--- config.mk ---
export PLATFORM = sky130hd
export DESIGN_NAME = blink_monitor
export DESIGN_NICKNAME = d
export VERILOG_FILES = /design/src/rtl/blink_pkg.sv /design/src/rtl/blink_sync.sv /design/src/rtl/blink_monitor.sv
export SDC_FILE = /design/constraint.sdc
export NUM_CORES = 1
export LEC_CHECK = 0
export BUFFER_PORTS_ARGS = -buffer_cell sky130_fd_sc_hd__buf_2
export CAP_MARGIN = 25
export CORE_ASPECT_RATIO = 1.2
export CORE_UTILIZATION = 60
export CTS_BUF_LIST = sky130_fd_sc_hd__clkbuf_4
export DETAILED_ROUTE_END_ITERATION = 6
export PLACE_DENSITY = 0.81
export RECOVER_POWER = 25
export SETUP_SLACK_MARGIN = 0.15
export SLEW_MARGIN = 20
export SYNTH_ARGS = -nofsm -noshare
export SYNTH_HDL_FRONTEND = slang
export SYNTH_SLANG_ARGS = --single-unit
--- constraint.sdc ---
create_clock -name clk -period 3.35 [get_ports clk]
set_input_delay 0.67 -clock clk [delete_from_list [all_inputs] [get_ports clk]]
set_output_delay 0.67 -clock clk [all_outputs]
set_load 0.005 [all_outputs]
--- src/rtl/blink_pkg.sv ---
// blink_pkg: shared state type and width macro for the blink monitor
`ifndef CLOG2
`define CLOG2(x) $clog2(x)
`endif
package blink_pkg;
  typedef enum logic [1:0] {IDLE, ACQUIRE, LOCKED, STALLED} blink_state_t;
endpackage

--- src/rtl/blink_sync.sv ---
// blink_sync: synchronizes the asynchronous blink input and flags each transition
//   clk, rst_n : clock, synchronous active-low reset
//   d          : asynchronous blink input
//   d_edge     : high for one cycle after the synchronized level changes
module blink_sync #(
  parameter int sync_stages = 2
) (
  input  logic clk,
  input  logic rst_n,
  input  logic d,
  output logic d_edge
);
  logic [sync_stages-1:0] sync_q;
  logic d_s, d_prev;
  assign d_s = sync_q[sync_stages-1];
  assign d_edge = d_s ^ d_prev;
  always_ff @(posedge clk)
    if (!rst_n) begin
      sync_q <= '0;
      d_prev <= 1'b0;
    end else begin
      sync_q <= {sync_q[sync_stages-2:0], d};
      d_prev <= d_s;
    end
endmodule

--- src/rtl/blink_monitor.sv ---
// blink_monitor: measures blink half-periods, declares lock, flags mismatches and stalls
//   clk, rst_n    : clock, synchronous active-low reset
//   d             : asynchronous blink input
//   period        : last measured half-period in clk cycles
//   period_valid  : one-cycle pulse when period updates
//   locked        : half-periods are within tolerance
//   stalled       : no transition for a full period
//   err           : one-cycle pulse when a locked input goes out of tolerance
//   edge_count, err_count : present only with BLINK_MONITOR_STATS_EN defined
module blink_monitor
  import blink_pkg::*;
#(
  parameter int clk_freq_hz = 1_000_000_000,
  parameter int tol_cycles  = 1,
  parameter int sync_stages = 2,
  localparam int W = `CLOG2(2 * clk_freq_hz + 1)
) (
  input  logic         clk,
  input  logic         rst_n,
  input  logic         d,
  output logic [W-1:0] period,
  output logic         period_valid,
  output logic         locked,
  output logic         stalled,
  output logic         err
`ifdef BLINK_MONITOR_STATS_EN
  ,
  output logic [31:0]  edge_count,
  output logic [15:0]  err_count
`endif
);
  localparam logic [W-1:0] T  = W'(2 * clk_freq_hz);
  localparam logic [W-1:0] LO = W'(clk_freq_hz - tol_cycles);
  localparam logic [W-1:0] HI = W'(clk_freq_hz + tol_cycles);
  logic [W-1:0] cnt, h;
  logic d_edge, timeout, good, measuring, report, err_n;
  blink_state_t state, state_n;
  blink_sync #(.sync_stages(sync_stages)) u_sync (
    .clk    (clk),
    .rst_n  (rst_n),
    .d      (d),
    .d_edge (d_edge)
  );
  assign h = cnt + W'(1);
  assign good = h >= LO && h <= HI;
  // an edge in the last cycle of the window counts as a measurement, not a stall
  assign timeout = !d_edge && cnt == T - W'(1);
  assign measuring = state == ACQUIRE || state == LOCKED;
  assign locked = state == LOCKED;
  assign stalled = state == STALLED;
  always_comb begin
    report = d_edge && measuring;
    err_n = report && state == LOCKED && !good;
    state_n = d_edge ? (report && good ? LOCKED : ACQUIRE)
            : (timeout && measuring) ? STALLED : state;
  end
  always_ff @(posedge clk)
    if (!rst_n) begin
      state <= IDLE;
      cnt <= '0;
      period <= '0;
      period_valid <= 1'b0;
      err <= 1'b0;
    end else begin
      state <= state_n;
      cnt <= d_edge ? '0 : cnt == T ? T : h;
      period_valid <= report;
      err <= err_n;
      if (report) period <= h;
    end
`ifdef BLINK_MONITOR_STATS_EN
  always_ff @(posedge clk)
    if (!rst_n) begin
      edge_count <= '0;
      err_count <= '0;
    end else begin
      edge_count <= edge_count + 32'(d_edge);
      err_count <= err_count + 16'(err_n && err_count != 16'hFFFF);
    end
`endif
endmodule

==> out/metrics.yaml <==
outcome:
  status: "finished with violations"
  violations: "max-capacitance violations, max-slew violations"
grt:
  grtUsageTotal: 0.303
  grt_pass1_vias: 2969
  grt_max_degree: 39
  antenna_found_initial: 0
  overflow: 0
  grt_pass1_wl_mm: 14.0
finish:
  stdcell_area_um2: 3800
  layout_commonest_cell: "dfxtp_1"
  final_cell_mix: "dfxtp_1 (62), nand2_1 (55), nor2_1 (47), buf_2 (33), o211a_1 (30)"
  fin_nets: 432
  drive_above_1_share: 0.176
  antenna_cells: 0
  syn2layout_area_growth_pct: 12.9
floorplanning:
  core_um2: 5330
  rows: 29
  ios: 38
  start_util: 0.631
  die_h_um: 84.1
  die_area_um2: 5920
  die_x_um: 70.4
timing:
  period_share: 0.899
  fin_crit_ns: 3.01
  layout_setup_ws_ns: 0.340
  rsz0062_at_grt: "no"
  max_clock_freq_mhz: 332
  finalSetupViolCount: 0
  tightest_slew_ns: 1.56
  drv_slew: 39
  slew_headroom: -0.0395
  finalSetupTns_ns: 0
  final_hold_viol_count: 0
  fin_skew_ns: 0.0105
yosys:
  synth.net_count: 398
  yosysUniqueCellTypes: 52
  syn_area_um2: 3370
  synth_edf_count: 0
  synth-async-reset-ratio: 0
  synth_seq_area_share: 0.410
  synthFlopType: "dfxtp_1"
  synth-seq-cells: 69
  synth_cells: 389
  syn_area_per_cell_um2: 8.66
  yosysWarnings: 0
clock_network:
  tritoncts: "done"
  path_clk_slew_ns: 0.12
  numCtsBuffers: 9
  post-cts-setup-buffer-count: 0
  cts_sinks: 69
  cts_buffer_depth: 2
  h-tree-depth: 3
  cts-root-buf: "clkbuf_4"
  ctsHoldBuffers: 0
  clkLatencyLatePin_ns: 0.41
flow_run:
  drv_cap: 1
power_and_ir_drop:
  ir_worst_vdd_v: 0.000366
  p_leak_nw: 1.72
  power_density_nw_per_um2: 435
setup_path:
  worstPathArrival_ns: 3.34
  critPathRequiredTime_ns: 3.68
  worst-setup-path-type: "reg2reg"
  cp-start-kind: "flop"
  cp_max_fo: 9
  endpoint_kind: "flop"
placement:
  dpl_cell_area_um2: 3610
  port_buffers: 37
  hpwlAfterDp_mm: 6.15
  post-place-ws_ns: 0.166
  finalWeightedCongestion: 0.929
detailed_routing:
  vias_per_cell: 6.33
  first_iter_violations: 243
  post_drt_wl_per_cell_um: 17.5
  ant_nets: 0
  via_count: 3095
  drt-total-wl_mm: 8.58
  remaining_drc_errors: 0
  first_pass_iters: 5
min_path:
  worstHoldPathType: "in2reg"
## power by group
part | leakage [nW] | total, W | switching [W] | internal, W
registers | 0.562 | 0.000860 | 0.0000173 | 0.000843
clock network | 0.0960 | 0.000685 | 0.000310 | 0.000375
logic | 1.06 | 0.000108 | 0.0000633 | 0.0000445
## kinds of logic after synthesis
kind of cell / synth area share
buffers and inverters: 0.0416
adder cells (fa/ha/maj): 0.0223
multiplexers: 0.00297
flip-flops: 0.410
AO/OA/AOI/OAI: 0.156
XOR/XNOR: 0.0858
AND/OR/NAND/NOR: 0.281
## critical path, stage by stage, from the launching register on
cell      delay, ns
dfxtp_2        0.43
ha_1           0.21
nand3_2        0.17
or3_4          0.46
o21ai_1        0.20
a22oi_1        0.09
a311o_1        0.38
nor4bb_1       0.17
or4_1          0.55
o41ai_2        0.27
## synthesized netlist by cell type (3+ instances only)
| master | instances | area [um2] |
|---|---|---|
| nor4b_1 | 3 | 26.3 |
| o211a_1 | 30 | 300 |
| nor3b_1 | 4 | 30.0 |
| buf_2 | 10 | 50.1 |
| a211oi_1 | 4 | 30.0 |
| xor2_1 | 8 | 70.1 |
| o21ai_0 | 3 | 15.0 |
| and3_1 | 3 | 18.8 |
| nor2_1 | 49 | 184 |
| or3_1 | 7 | 43.8 |
| o211ai_1 | 3 | 22.5 |
| dfxtp_1 | 69 | 1380 |
| and4_1 | 4 | 35.0 |
| xnor2_1 | 25 | 219 |
| nand2_1 | 55 | 206 |
| a21oi_1 | 5 | 25.0 |
| nor3_1 | 5 | 25.0 |
| a31oi_1 | 3 | 18.8 |
| inv_1 | 8 | 30.0 |
| ha_1 | 6 | 75.1 |
| and2_1 | 6 | 37.5 |
| nand4_1 | 6 | 37.5 |
| nor4_1 | 12 | 75.1 |
| nand3_1 | 15 | 75.1 |
| clkbuf_1 | 14 | 52.6 |
## registers in the layout (all words and copies together) (netlist names)
signal,flops
cnt,31
err,1
period,31
period_valid,1
state,2
u_sync.d_prev,1
u_sync.sync_q,2
## cell type report
class,instances,area [um2]
Sequential cell,69,1390
Timing Repair Buffer,48,259
Tap cell,62,77.6
Inverter,8,30.0
Multi-Input combinational cell,287,1870
Fill cell,434,1530
Clock buffer,9,67.6
Clock inverter,6,113
## timing repair
| action | CTS | global route |
|---|---|---|
| setup endpoints to repair | 1 | 1 |
| pin swaps | 0 | 0 |
| resized for setup | 2 | 8 |
## final timing paths
kind / startpoint / to / slack [ns] / depth (start not counted)
worst max-delay path: cnt[0] / state[1] / 0.34 / 9
worst min-delay path: d / u_sync.sync_q[0] / 0.45 / 2
worst max register to register: cnt[0] / state[1] / 0.34 / 9
worst min register to register: u_sync.sync_q[0] / u_sync.sync_q[1] / 0.45 / 1
## per-layer routing
| metal | global-route usage | part of all wire | up-vias |
|---|---|---|---|
| met5 | 0 | 0 | - |
| met4 | 0.165 | 0.042 | 0 |
| met3 | 0.0700 | 0.058 | 34 |
| met2 | 0.525 | 0.50 | 138 |
| met1 | 0.336 | 0.40 | 1474 |
| li1 | - | - | 1449 |
## through the flow
stage,utilization,instances,hold WS (ns),power (W)
final,0.713,489,0.449,0.00165
after global routing,0.713,489,0.433,0.00171
after CTS,0.711,489,0.444,0.00166
after detailed placement,0.677,474,0.426,0.000985
after global placement,0.677,474,0.417,0.000982
after floorplan,-,389,0.412,0.000944
Note: power is estimated with default switching activity, not from simulation.
